==> config.mk <==
export PLATFORM = sky130hd
export DESIGN_NAME = serial_addsub
export DESIGN_NICKNAME = d
export VERILOG_FILES = /design/src/rtl/serial_addsub.sv
export SDC_FILE = /design/constraint.sdc
export NUM_CORES = 1
export LEC_CHECK = 0
export BUFFER_PORTS_ARGS = -buffer_cell sky130_fd_sc_hd__buf_2
export CAP_MARGIN = 40
export CELL_PAD_IN_SITES_DETAIL_PLACEMENT = 1
export CELL_PAD_IN_SITES_GLOBAL_PLACEMENT = 1
export CORE_AREA = 2 2 82 60
export DETAILED_ROUTE_END_ITERATION = 16
export DIE_AREA = 0 0 84 62
export GPL_ROUTABILITY_DRIVEN = 0
export HOLD_SLACK_MARGIN = 0.15
export PLACE_DENSITY = 0.78
export SYNTH_ARGS = -nofsm -noshare
export SYNTH_HDL_FRONTEND = slang
export SYNTH_SLANG_ARGS = --single-unit
export TNS_END_PERCENT = 50
==> constraint.sdc <==
create_clock -name clk -period 2.05 [get_ports clk]
set_input_delay 0.3075 -clock clk [delete_from_list [all_inputs] [get_ports clk]]
set_output_delay 0.3075 -clock clk [all_outputs]
set_load 0.01 [all_outputs]
==> src/rtl/serial_addsub.sv <==
// Bit-serial adder/subtractor, LSB first, one full-adder cell plus a carry flop.
// Parallel operands in, registered parallel result out, start/busy/done handshake.
module serial_addsub #(
  parameter int WIDTH = 8
) (
  input  logic             clk,
  input  logic             rst_n,
  input  logic             start,
  input  logic             sub,
  input  logic [WIDTH-1:0] a,
  input  logic [WIDTH-1:0] b,
  output logic [WIDTH-1:0] sum,
  output logic             cout,
  output logic             overflow,
  output logic             busy,
  output logic             done
);

  localparam int CW = (WIDTH > 1) ? $clog2(WIDTH) : 1;
  localparam logic [CW-1:0] LAST = CW'(WIDTH - 1);

  typedef enum logic [1:0] {
    IDLE,
    RUN,
    DONE
  } state_e;

  state_e           state_q;
  logic [WIDTH-1:0] sha_q;
  logic [WIDTH-1:0] shb_q;
  logic [WIDTH-1:0] res_q;
  logic [WIDTH-1:0] sum_q;
  logic [CW-1:0]    cnt_q;
  logic             carry_q;
  logic             cout_q;
  logic             ovf_q;
  logic             busy_q;
  logic             done_q;

  logic             s_d;
  logic             carry_d;
  logic [WIDTH-1:0] res_d;

  // The single full-adder cell working on the current LSB pair.
  assign s_d     = sha_q[0] ^ shb_q[0] ^ carry_q;
  assign carry_d = (sha_q[0] & shb_q[0])
                 | (sha_q[0] & carry_q)
                 | (shb_q[0] & carry_q);
  assign res_d   = {s_d, res_q[WIDTH-1:1]};

  // Control FSM and serial datapath; every output is a flop.
  always_ff @(posedge clk or negedge rst_n) begin
    if (!rst_n) begin
      state_q <= IDLE;
      sha_q   <= '0;
      shb_q   <= '0;
      res_q   <= '0;
      sum_q   <= '0;
      cnt_q   <= '0;
      carry_q <= 1'b0;
      cout_q  <= 1'b0;
      ovf_q   <= 1'b0;
      busy_q  <= 1'b0;
      done_q  <= 1'b0;
    end else begin
      unique case (state_q)
        IDLE: begin
          done_q <= 1'b0;
          if (start) begin
            sha_q   <= a;
            shb_q   <= sub ? ~b : b;
            carry_q <= sub;
            cnt_q   <= '0;
            busy_q  <= 1'b1;
            state_q <= RUN;
          end
        end
        RUN: begin
          sha_q   <= {1'b0, sha_q[WIDTH-1:1]};
          shb_q   <= {1'b0, shb_q[WIDTH-1:1]};
          res_q   <= res_d;
          carry_q <= carry_d;
          cnt_q   <= cnt_q + CW'(1);
          if (cnt_q == LAST) begin
            // carry_q here is the carry into the MSB stage
            sum_q   <= res_d;
            cout_q  <= carry_d;
            ovf_q   <= carry_d ^ carry_q;
            busy_q  <= 1'b0;
            done_q  <= 1'b1;
            state_q <= DONE;
          end
        end
        DONE: begin
          done_q  <= 1'b0;
          state_q <= IDLE;
        end
        default: begin
          busy_q  <= 1'b0;
          done_q  <= 1'b0;
          state_q <= IDLE;
        end
      endcase
    end
  end

  assign sum      = sum_q;
  assign cout     = cout_q;
  assign overflow = ovf_q;
  assign busy     = busy_q;
  assign done     = done_q;

endmodule

==> out/metrics.cfg <==
[run_status]
outcome=finished clean

[drt]
first_pass_iters=4
vias=1356
drt-initial-drc-count=85
avgRoutedWirePerCell_um=16.54
ant_nets=0
viasPerCell=5.360
drt_wl_total_um=4185
drc=0

[logic_synthesis]
synth-seq-cells=41
synth_area_leader_cell=dfrtp_1
netlist_top_cells_area=dfrtp_1 54%, mux2_2 9.5%, xnor2_1 3.7%
ys.flop_type=dfrtp_1
postSynthCellCount=161
post_synth.cell_area_avg_um2=11.74
yosysWarnings=0
syn_nets=184
synth_edf_count=0
ys_seq_area_share_pct=54.27
mappedNetlistArea_um2=1891
synthArstFlopShare_pct=100.0
yosys.area.top_type_share_pct=54.27
synth_cell_types=29

[critical_path]
cp-end-kind=flip-flop
worst_setup_path_start_kind=flip-flop
crit_start=cnt_q[1]$_DFFE_PN0P_
worstRegToRegCells=5
r2r_end=sum[7]$_DFFE_PN0P_
arrival_ns=1.76
critPathCapture=sum[7]$_DFFE_PN0P_
required_ns=2.23
r2r_slack_ns=0.46
crit_fanout=12
reg2reg_from=cnt_q[1]$_DFFE_PN0P_
worst-setup-path-type=reg -> reg

[clock_network]
clock_latency_ns=0.30
root_buffer=clkbuf_8
cts_buffers=5
cts.sinks=41
path_clk_slew_ns=0.08
cts_resized=0
cts_tree=yes
cts.path.max_buffers=2
htree_levels=2
cts_setup_buffers=0

[floorplanning]
ios=32
start_util_pct=41.59
die_h_um=62
dieArea_um2=5208
die_w_um=84
coreArea_um2=4546
rows=21

[timing]
timing.hold.ws_ns=0.2924
finalCritPeriodShare_pct=77.40
final-setup-viol-count=0
period_minus_slack_ns=1.587
slew_violations=0
max_freq_mhz=630.3
setup_ws_ns=0.4633
grt_setup_unrepaired=false
fin_tns_setup_ns=0
tightest_slew_ns=0.5072
slew_headroom_pct=66.19
finalHoldViolCount=0
skew_ns=0.01157

[power]
vdd_drop_max_uv=574.1
p_leak_uw=0.001055
p_per_area_nw_per_um2=1416

[cells_and_area]
seqCellArea_um2=1026
final_util_pct=49.08
num_antenna_cells=0
nets=219
syn2layout_area_growth_pct=18.00
fillCellCount=507
multi_input_comb_area_um2=782.0
fin_cells=253
drive_gt1_share_pct=31.63

[placement]
dp.cells=245
io_buffers=31
detailed_place_hpwl_um=2967
dp_slack_ns=0.4668

[run]
drv_cap=0

[global_routing]
grt_pass1_vias=1442
grt_remaining_overflow=0
grt_usage_pct=17.43
grt_pass1_wl_um=6927
antenna_found_initial=0
grt_start_max_net_pins=42

[worst_hold_path]
hp-class=in -> reg

[worst min path at each step]
stage	cells past startpoint	start	end
4_1_cts	3	a[3]	sha_q[3]$_DFFE_PN0P_
5_1_grt	3	a[3]	sha_q[3]$_DFFE_PN0P_
3_5_place_dp	2	rst_n	sum[3]$_DFFE_PN0P_
2_1_floorplan	0	rst_n	busy$_DFFE_PN0P_
6_report	3	a[6]	sha_q[6]$_DFFE_PN0P_
3_3_place_gp	2	rst_n	sum[3]$_DFFE_PN0P_
[logic make-up (layout without fill, tap and decap cells)]
logic type / after synthesis / count (layout) / share of synthesized area [%]
multiplexers: 18 / 18 / 10.66
AO/OA/AOI/OAI: 46 / 46 / 16.41
XOR/XNOR: 9 / 9 / 4.170
adder cells (fa/ha/maj): 3 / 3 / 2.382
buffers and inverters: 18 / 53 / 4.367
flip-flops: 41 / 41 / 54.27
AND/OR/NAND/NOR: 26 / 26 / 7.744
[metrics by stage]
stage | power (µW) | instance area, µm²
final | 3159 | 2231
after global routing | 3398 | 2231
after floorplan | 2151 | 1891
after global placement | 2459 | 2117
after detailed placement | 2564 | 2117
after CTS | 3202 | 2231
[cell type report]
cell class                 instances  share of cell area (%)
clock buffer                       5                   3.085
multi-input combinational        102                   35.05
clock inverter                     2                   1.570
timing repair buffer              40                   10.10
inverter                           6                   1.010
tap                               57                   3.197
sequential                        41                   45.99
[power breakdown]
group / leakage (µW) / internal (µW) / total (µW) / switching (µW)
Clock: 0.0000540 / 354 / 628 / 274
Sequential: 0.000522 / 1160 / 1400 / 243
Combinational: 0.000479 / 586 / 1130 / 545
[flip-flops by register name, summed over array words and instances, names as in the netlist]
name	cells
cnt_q	3
busy	1
res_q	7
done	1
sha_q	8
sum	8
overflow	1
state_q	2
shb_q	8
carry_q	1
cout	1
[cells in the mapped netlist (all sizes together), types with 2 or more instances]
master / n
dfrtp: 41
mux2: 17
o21ai: 12
buf: 11
a21oi: 10
a22oi: 9
xnor2: 8
nand2: 7
and2b: 6
inv: 6
a221o: 5
nor2: 5
nor2b: 5
o32ai: 4
a22o: 2
ha: 2
o211ai: 2
[per-layer routing]
layer  GRT usage [%]  vias to the layer above  wire (µm)
met2           31.43                       27       2164
li1                -                      636          -
met1           20.82                      686       1810
met5               0                        -          0
met3           3.435                        7        131
met4           8.756                        0         79
[critical path, stage by stage (launching register included)]
cell and delay, ns:
dfrtp_1 0.39, ha_1 0.19, ha_1 0.23, nand3b_1 0.10, buf_4 0.20, mux2_2 0.35
[what timing repair did]
action                                  CTS  global route
hold buffers                              1             0
hold endpoints to repair                 41             0
endpoints found under the setup margin    0             0
[layout by cell type (no fill, tap or decap), types with 6 or more instances in the layout]
cell type | netlist | routed
xnor2_1 | 8 | 8
buf_4 | 1 | 8
o21ai_0 | 12 | 12
mux2_2 | 16 | 16
inv_1 | 6 | 6
a21oi_1 | 10 | 10
and2b_1 | 6 | 6
a22oi_1 | 9 | 9
nand2_1 | 7 | 7
dfrtp_1 | 41 | 41
buf_2 | 9 | 31
(Power assumes the default switching activity.)
